<file path="config.mk">
export PLATFORM = sky130hd
export DESIGN_NAME = i2s_tx_sample_fifo
export DESIGN_NICKNAME = d
export VERILOG_FILES = /design/src/rtl/i2s_pkg.sv /design/src/rtl/i2s_sample_ram.sv /design/src/rtl/i2s_tx_sample_fifo.sv
export SDC_FILE = /design/constraint.sdc
export NUM_CORES = 1
export LEC_CHECK = 0
export BUFFER_PORTS_ARGS = -buffer_cell sky130_fd_sc_hd__buf_4
export CAP_MARGIN = 20
export CORE_MARGIN = 3
export CORE_UTILIZATION = 50
export DETAILED_ROUTE_END_ITERATION = 8
export PLACE_DENSITY = 0.69
export SETUP_SLACK_MARGIN = 0.1
export SYNTH_ARGS = -nofsm -noshare
export SYNTH_HDL_FRONTEND = slang
export SYNTH_HIERARCHICAL = 1
export SYNTH_SLANG_ARGS = --single-unit
</file>
<file path="constraint.sdc">
create_clock -name sysclk -period 5.25 [get_ports sysclk]
set_input_delay 0.2625 -clock sysclk [delete_from_list [all_inputs] [get_ports sysclk]]
set_output_delay 0.2625 -clock sysclk [all_outputs]
set_load 0.01 [all_outputs]
</file>
<file path="src/rtl/i2s_pkg.sv">
// ---------------------------------------------------------------------------
// i2s_pkg
//   Shared types and constants for the I2S transmit sample FIFO.
//   fifo_state_t   : serving state of the FIFO (idle / priming / running)
//   I2S_WORD_W     : width of the word handed to the codec
//   UNDERRUN_CNT_W : width of the saturating underrun counter
// ---------------------------------------------------------------------------
package i2s_pkg;

  typedef enum logic [1:0] {
    FIFO_IDLE,
    FIFO_PRIME,
    FIFO_RUN
  } fifo_state_t;

  localparam int I2S_WORD_W     = 32;
  localparam int UNDERRUN_CNT_W = 16;

endpackage : i2s_pkg

</file>
<file path="src/rtl/i2s_sample_ram.sv">
// ---------------------------------------------------------------------------
// i2s_sample_ram
//   DEPTH x DATA_WIDTH sample storage, synchronous write, asynchronous read.
//   clk        in   write clock
//   i_wr_en    in   write strobe
//   i_wr_addr  in   write index
//   i_wr_data  in   sample to store
//   i_rd_addr  in   read index
//   o_rd_data  out  sample at i_rd_addr (combinational)
// ---------------------------------------------------------------------------
module i2s_sample_ram #(
  parameter int DATA_WIDTH = 16,
  parameter int DEPTH      = 16
) (
  input  logic                       clk,
  input  logic                       i_wr_en,
  input  logic [$clog2(DEPTH)-1:0]   i_wr_addr,
  input  logic [DATA_WIDTH-1:0]      i_wr_data,
  input  logic [$clog2(DEPTH)-1:0]   i_rd_addr,
  output logic [DATA_WIDTH-1:0]      o_rd_data
);

  logic [DATA_WIDTH-1:0] r_mem [DEPTH];

  // NOTE: storage is deliberately not reset; only the pointers define which
  // entries are valid, and a resettable array would not map onto RAM cells.
  always_ff @(posedge clk) begin
    if (i_wr_en) begin
      r_mem[i_wr_addr] <= i_wr_data;
    end
  end

  assign o_rd_data = r_mem[i_rd_addr];

endmodule : i2s_sample_ram

</file>
<file path="src/rtl/i2s_tx_sample_fifo.sv">
// ---------------------------------------------------------------------------
// i2s_tx_sample_fifo
//   Circular sample buffer feeding the I2S transmitter. Samples arrive over
//   valid/ready; one sample is presented on i2din per codec buffer strobe.
//   Output is withheld (zeros) until PRIME_LEVEL samples are stored, and an
//   empty strobe while running is counted as an underrun.
//   sysclk        in   system clock
//   reset         in   async active-low reset
//   enabler       in   block enable; low flushes to IDLE on the next edge
//   wr_valid      in   source sample valid
//   wr_data       in   source sample
//   wr_ready      out  FIFO can accept wr_data this cycle
//   buffer        in   codec read strobe
//   i2din         out  served sample, zero-extended, 1 cycle after strobe
//   level         out  stored entries 0..DEPTH
//   empty / full  out  level==0 / level==DEPTH
//   underrun_cnt  out  saturating count of underrun strobes
//   clr_underrun  in   synchronous clear of underrun_cnt
// ---------------------------------------------------------------------------
module i2s_tx_sample_fifo
  import i2s_pkg::*;
#(
  parameter int DATA_WIDTH  = 16,
  parameter int DEPTH       = 16,
  parameter int PRIME_LEVEL = 4,
  parameter int REPRIME     = 1
) (
  input  logic                        sysclk,
  input  logic                        reset,
  input  logic                        enabler,
  input  logic                        wr_valid,
  input  logic [DATA_WIDTH-1:0]       wr_data,
  output logic                        wr_ready,
  input  logic                        buffer,
  output logic [I2S_WORD_W-1:0]       i2din,
  output logic [$clog2(DEPTH):0]      level,
  output logic                        empty,
  output logic                        full,
  output logic [UNDERRUN_CNT_W-1:0]   underrun_cnt,
  input  logic                        clr_underrun
);

  localparam int AW = $clog2(DEPTH);
  localparam int PW = AW + 1;
  localparam logic [UNDERRUN_CNT_W-1:0] CNT_MAX = '1;

  // Pointers carry one extra wrap bit so full and empty are distinguishable.
  logic [PW-1:0]               r_wr_ptr;
  logic [PW-1:0]               r_rd_ptr;
  fifo_state_t                 r_state;
  logic [I2S_WORD_W-1:0]       r_i2din;
  logic [UNDERRUN_CNT_W-1:0]   r_underrun_cnt;

  logic [PW-1:0]               w_level;
  logic                        w_empty;
  logic                        w_full;
  logic                        w_wr_ready;
  logic                        w_wr_en;
  logic                        w_run_strobe;
  logic                        w_serve;
  logic                        w_underrun;
  logic [DATA_WIDTH-1:0]       w_rd_data;

  assign w_level = r_wr_ptr - r_rd_ptr;
  assign w_empty = (r_wr_ptr == r_rd_ptr);
  assign w_full  = (r_wr_ptr[AW-1:0] == r_rd_ptr[AW-1:0]) &&
                   (r_wr_ptr[AW] != r_rd_ptr[AW]);

  // Held low while reset is asserted so the source never sees ready in reset.
  assign w_wr_ready = reset && enabler && !w_full;
  assign w_wr_en    = wr_valid && w_wr_ready;

  // No bypass: a strobe on an empty FIFO underruns even if a write lands now.
  assign w_run_strobe = enabler && buffer && (r_state == FIFO_RUN);
  assign w_serve      = w_run_strobe && !w_empty;
  assign w_underrun   = w_run_strobe && w_empty;

  i2s_sample_ram #(
    .DATA_WIDTH (DATA_WIDTH),
    .DEPTH      (DEPTH)
  ) u_ram (
    .clk        (sysclk),
    .i_wr_en    (w_wr_en),
    .i_wr_addr  (r_wr_ptr[AW-1:0]),
    .i_wr_data  (wr_data),
    .i_rd_addr  (r_rd_ptr[AW-1:0]),
    .o_rd_data  (w_rd_data)
  );

  // Pointers and output word.
  always_ff @(posedge sysclk or negedge reset) begin
    if (!reset) begin
      r_wr_ptr <= '0;
      r_rd_ptr <= '0;
      r_i2din  <= '0;
    end else if (!enabler) begin
      r_wr_ptr <= '0;
      r_rd_ptr <= '0;
      r_i2din  <= '0;
    end else begin
      if (w_wr_en) begin
        r_wr_ptr <= r_wr_ptr + PW'(1);
      end
      if (buffer) begin
        if (w_serve) begin
          r_i2din  <= I2S_WORD_W'(w_rd_data);
          r_rd_ptr <= r_rd_ptr + PW'(1);
        end else begin
          r_i2din  <= '0;
        end
      end
    end
  end

  // Serving state. PRIME->RUN looks at the registered level, so a strobe in
  // the transition cycle is still treated as PRIME.
  always_ff @(posedge sysclk or negedge reset) begin
    if (!reset) begin
      r_state <= FIFO_IDLE;
    end else if (!enabler) begin
      r_state <= FIFO_IDLE;
    end else begin
      case (r_state)
        FIFO_IDLE: begin
          r_state <= FIFO_PRIME;
        end
        FIFO_PRIME: begin
          if (w_level >= PW'(PRIME_LEVEL)) begin
            r_state <= FIFO_RUN;
          end
        end
        FIFO_RUN: begin
          if (w_underrun && (REPRIME != 0)) begin
            r_state <= FIFO_PRIME;
          end
        end
        default: begin
          r_state <= FIFO_IDLE;
        end
      endcase
    end
  end

  // Underrun counter: held across flushes, clear beats increment.
  always_ff @(posedge sysclk or negedge reset) begin
    if (!reset) begin
      r_underrun_cnt <= '0;
    end else if (clr_underrun) begin
      r_underrun_cnt <= '0;
    end else if (w_underrun && (r_underrun_cnt != CNT_MAX)) begin
      r_underrun_cnt <= r_underrun_cnt + UNDERRUN_CNT_W'(1);
    end
  end

  assign wr_ready     = w_wr_ready;
  assign i2din        = r_i2din;
  assign level        = w_level;
  assign empty        = w_empty;
  assign full         = w_full;
  assign underrun_cnt = r_underrun_cnt;

endmodule : i2s_tx_sample_fifo

</file>
# Word-level counts from Yosys, hierarchy flattened

Memories as Yosys holds them, arrays and structs flattened.
Cells that the tools add are included.

Bits in registers: 60
Bits in writable memories: 256
Input bits: 22
Logic and storage cells: 53
Memories: 1

Add/sub/neg operators: 4
$lt $le $gt $ge: 1
Equal/unequal tests: 11
Mux-type cells: 16
Reduce and logical (&&, ||, !) cells: 15

Memory list:

| name        | depth | width | rd ports | clocked after memory_dff | write ports | line                 | text |
|---|---|---|---|---|---|---|---|
| u_ram.r_mem | 16    | 16    | 1        | 0                        | 1           | i2s_sample_ram.sv:23 | `logic [DATA_WIDTH-1:0] r_mem [DEPTH];` |

Operator list:

| operator                                             | number |
|---|---|
| 2-to-1 mux 32 bit                                    | 2 |
| 2-to-1 mux 16 bit                                    | 3 |
| 2-to-1 mux 5 bit                                     | 5 |
| adder 16 x 1 -> 16 bit (second input constant)       | 1 |
| != test 16 bit (second input constant)               | 1 |
| adder 5 x 1 -> 5 bit (second input constant)         | 2 |
| logical AND 1 bit                                    | 9 |
| 2-to-1 mux 2 bit                                     | 3 |
| != test 2 x 1 -> 1 bit (second input constant)       | 3 |
| != test 3 bit (second input constant)                | 2 |
| one-hot mux 2 bit (3 select lines)                   | 1 |
| == test 5 bit                                        | 1 |
| >= comparator 5 x 3 -> 1 bit (second input constant) | 1 |
| subtractor 5 bit                                     | 1 |
| == test 4 bit                                        | 1 |
| AND reduction 2 bit                                  | 2 |
| == test 2 x 1 -> 1 bit (second input constant)       | 1 |
| == test 2 bit (second input constant)                | 1 |
| zero test 1 bit                                      | 2 |
| zero test 2 bit                                      | 1 |
| 2-to-1 mux 1 bit                                     | 2 |
| nonzero test 2 bit                                   | 1 |
| != test 1 bit                                        | 1 |

# Longest topological paths before layout

Word-level depth: 7
Gate-level depth with buffers: 10
Depth with buffers taken out: 7

# Hierarchy

The synthesis kept the hierarchy.

Modules (own cells, without submodules):

| module             | times used | cells each | area an instance (µm²) |
|---|---|---|---|
| i2s_sample_ram     | 1          | 416        | 9723.1 |
| i2s_tx_sample_fifo | 1          | 254        | 2514.9 |

# Worst setup path after synthesis

No wires, ideal clock.

Path type: flip-flop to flip-flop
Start: register r_rd_ptr[3]
End: memory u_ram.r_mem[0][0] (enable)
Library setup time: 0.409 ns
Arrival: 3.422 ns
Data required time: 4.841 ns
Slack: 1.419 ns
Cell stages (with the launch flop): 8
Buffers on the path: 1
Path through: dfrtp_1 -> inv_1 -> ha_1 -> clkbuf_2 -> and4_1 -> a211oi_1 -> or3b_2 -> nor3_1

Longest elaborated chain between the ends: 7

RTL lines:

| item                                   | line                      | text |
|---|---|---|
| from (decl)                            | i2s_tx_sample_fifo.sv:49  | `logic [PW-1:0] r_rd_ptr;` |
| from (signal assigned)                 | i2s_tx_sample_fifo.sv:107 | `r_rd_ptr <= r_rd_ptr + PW'(1);` |
| == test 4 bit                          | i2s_tx_sample_fifo.sv:66  | `assign w_full = (r_wr_ptr[AW-1:0] == r_rd_ptr[AW-1:0]) &&` |
| logical AND 1 bit                      | i2s_tx_sample_fifo.sv:66  |  |
| zero test 1 bit                        | i2s_tx_sample_fifo.sv:70  | `assign w_wr_ready = reset && enabler && !w_full;` |
| logical AND 1 bit                      | i2s_tx_sample_fifo.sv:70  |  |
| logical AND 1 bit                      | i2s_tx_sample_fifo.sv:71  | `assign w_wr_en = wr_valid && w_wr_ready;` |
| named net w_wr_en                      | i2s_tx_sample_fifo.sv:58  | `logic w_wr_en;` |
| 2-to-1 mux 1 bit                       | i2s_sample_ram.sv:28      | `if (i_wr_en) begin` |
| 2-to-1 mux 1 bit (not written as such) | i2s_sample_ram.sv:29      | `r_mem[i_wr_addr] <= i_wr_data;` |
| to (decl)                              | i2s_sample_ram.sv:23      |  |

The timed path passes the listed nets, and every way through them passes these cells.

# Final worst setup path

Start: register r_rd_ptr[0]
End: memory u_ram.r_mem[9][12] (enable)

The elaborated chain is that of the path after synthesis.

==> results.yml <==
critical_path:
  slowest_stage: "nor2_2"
  cp.required_ps: 5410
  crit_family: "simple AND/OR/NAND/NOR gates"
  cp_max_fo: 31
  start_kind: "flop"
  path_class: "flop to flop"
  cp_cell_sequence: "ha_1, and4_1, a211oi_1, buf_2, nand3b_1, nor2_2"
  path_buf_inv: 1
  crit_arrival_ps: 3550
  slowest_delay_ps: 880
  cp-end-kind: "flop"
drt:
  m1WireLength_um: 11100
  met3_length_um: 1820
  drtIter0Drc: 761
  drc_errors: 0
  wire_per_inst_um: 23.7
  vias_per_cell: 6.07
  vias: 6636
  met2_wirelength_um: 12600
  dr.pass1.iters: 7
  wirelength_um: 26000
  maxUsedRoutingLayer: "met4"
  antenna_left: 0
clocking:
  clk_latency_ps: 550
  cts_tree: "built"
  cts_buffer_depth: 3
  cts-buffers-inserted: 31
  cts-resized-gates: 0
  postCtsSetupBuffers: 0
  root_buffer: "clkbuf_16"
  clk_pin_slew_worst_paths_ps: 60
  cts_sinks: 300
  ctsHtreeMaxLevel: 1
sta:
  setup_violations: 0
  relSlewSlack_pct: 28.6
  clock_skew_ps: 14.7
  fmax_ghz: 0.295
  grt_setup_unrepaired: "false"
  slew_violations: 0
  fin_crit_sh_pct: 64.6
  tightest_slew_ps: 1070
  hold_viol: 0
  fin_hold_ws_ps: 31.2
  period_minus_slack_ps: 3390
  setup_tns_ps: 0
synth:
  synthTopCellsByCount: "256 x edfxtp_1, 54 x mux4_2, 44 x dfrtp_1"
  ys_seq_area_share_pct: 71.8
  yosys.area.top_type: "edfxtp_1"
  synth-main-ff-cell: "edfxtp_1"
  synth_seq_cells: 300
  avgSynthCellArea_sq_um: 18.3
  netlist.area_leader.share_pct: 62.8
  synth_area_leaders: "edfxtp_1 63%, mux4_2 9.9%, dfrtp_1 9.0%, mux4_1 2.1%, a22oi_1 2.0%"
  synth_area_sq_mm: 0.0122
  yosysMostFrequentCell: "edfxtp_1"
  synth-edff-count: 256
  synth.distinct_cells: 53
  synth_warnings: 6
  netlist_instances: 670
  async_flop_share_pct: 14.7
global_route:
  grt_pass1_vias: 6798
  antenna_found_initial: 0
  grt_max_degree: 69
  grtUsageTotal_pct: 19.8
  grt_pass1_wl_um: 40100
  overflow: 0
min_path:
  hp-class: "primary input to flop"
final_layout:
  layout-drive-gt1-share_pct: 25.7
  antenna_cells: 0
  fin_nets: 780
  area_growth_pct: 14.9
floorplan:
  fp.coreArea_sq_mm: 0.0238
  start_util_pct: 51.5
  die_x_um: 162
  die-area_sq_mm: 0.0264
  fp-row-count: 56
  io_pins: 78
  die_y_um: 162
power_and_ir_drop:
  ir_drop_v: 0.000331
  leakagePower_uw: 0.00486
  p_per_area_mw_per_mm2: 346
placement:
  place_hpwl_um: 15700
  portBuffers: 61
  place_congestion: 0.858
outcome:
  status: "finished clean"
job:
  max_cap_violations: 0
[per-layer routing]
metal	track usage, %	up-vias
met5	0	-
met4	4.27	0
met3	3.89	42
met2	31.7	264
met1	28.8	3488
li1	-	2842
[state kept, by name, indices dropped and copies added (netlist names)]
register / flops
underrun_cnt: 16
r_wr_ptr: 5
r_rd_ptr: 5
i2din: 16
u_ram/r_mem: 256
r_state: 2
[logic make-up (layout without fill, tap and decap cells)]
group                      Yosys count  in the layout  synth area share (%)
buffers and inverters               66            156                  3.03
and+or+nand+nor                    124            124                  5.41
other                                1             16                0.0306
AOI/OAI and AO/OA                   89             89                  5.31
DFF                                300            300                  71.8
adders and majority gates            8              8                 0.879
muxes                               75             75                  13.0
xor gates and xnor gates             7              7                 0.501
[power by group]
group | switching [uW] | internal (uW)
sequential | 4.03 | 2590
combinational | 68.3 | 27.0
clock | 892 | 1280
[area by class of cell]
class	instances	area, sq um
multi-input cells	319	3160
well taps	319	399
clock inverters	24	240
flip-flops and latches	300	8790
clock buffers	34	787
fillers	1735	9690
inverters	14	52.6
repair buffers	84	631
[layout by cell type (no fill, tap or decap), types with 4 or more instances in the layout]
cell | Yosys | layout
a211oi_1 | 4 | 4
a21oi_1 | 15 | 14
a22o_1 | 16 | 16
a22oi_1 | 32 | 32
buf_4 | 19 | 82
bufinv_16 | 0 | 4
clkbuf_16 | 0 | 31
clkinv_1 | 0 | 8
clkinv_2 | 0 | 4
conb_1 | 1 | 16
dfrtp_1 | 44 | 42
edfxtp_1 | 256 | 256
ha_1 | 7 | 7
inv_1 | 14 | 14
mux2i_1 | 6 | 6
mux4_1 | 10 | 10
mux4_2 | 54 | 54
nand2_1 | 35 | 35
nand3_1 | 7 | 7
nand4_1 | 7 | 7
nor2_1 | 23 | 21
nor2b_1 | 11 | 11
nor3_2 | 0 | 4
nor4_1 | 4 | 4
o21ai_0 | 4 | 4
o31ai_1 | 8 | 8
or4_1 | 8 | 8
xnor2_1 | 5 | 5
[through the flow]
step / util, % / std cells / worst slack, ps / power (uW) / instance area, sq um
finish: 59.2 / 1094 / 1860 / 4870 / 14100
detailed placement: 54.8 / 1034 / 1310 / 2740 / 13000
CTS: 59.2 / 1093 / 1280 / 4910 / 14100
floorplan: - / 685 / 1420 / 2690 / 12300
global placement: 54.8 / 1034 / 1480 / 2740 / 13000
global route: 59.2 / 1094 / 1570 / 5030 / 14100
[worst paths after layout]
kind	start	to	slack, ps	cells past startpoint
max	r_rd_ptr[0]$_DFFE_PN0P_	u_ram/r_mem[9][12]$_DFFE_PP_	1860	6
min	wr_data[6]	u_ram/r_mem[7][6]$_DFFE_PP_	30	1
max reg2reg	r_rd_ptr[0]$_DFFE_PN0P_	u_ram/r_mem[9][12]$_DFFE_PP_	1860	6
min reg2reg	i2din[0]$_DFFE_PN0P_	i2din[0]$_DFFE_PN0P_	500	1
max in group asynchronous	reset	r_rd_ptr[0]$_DFFE_PN0P_	4470	2
min in group asynchronous	reset	underrun_cnt[12]$_DFFE_PN0P_	290	2
[repair_timing]
| item | in CTS | in global routing |
|---|---|---|
| hold endpoints to repair | 44 | 0 |
| hold buffers | 1 | 0 |
| endpoints found under the setup margin | 0 | 0 |
Power figures use the tool's default switching activity.
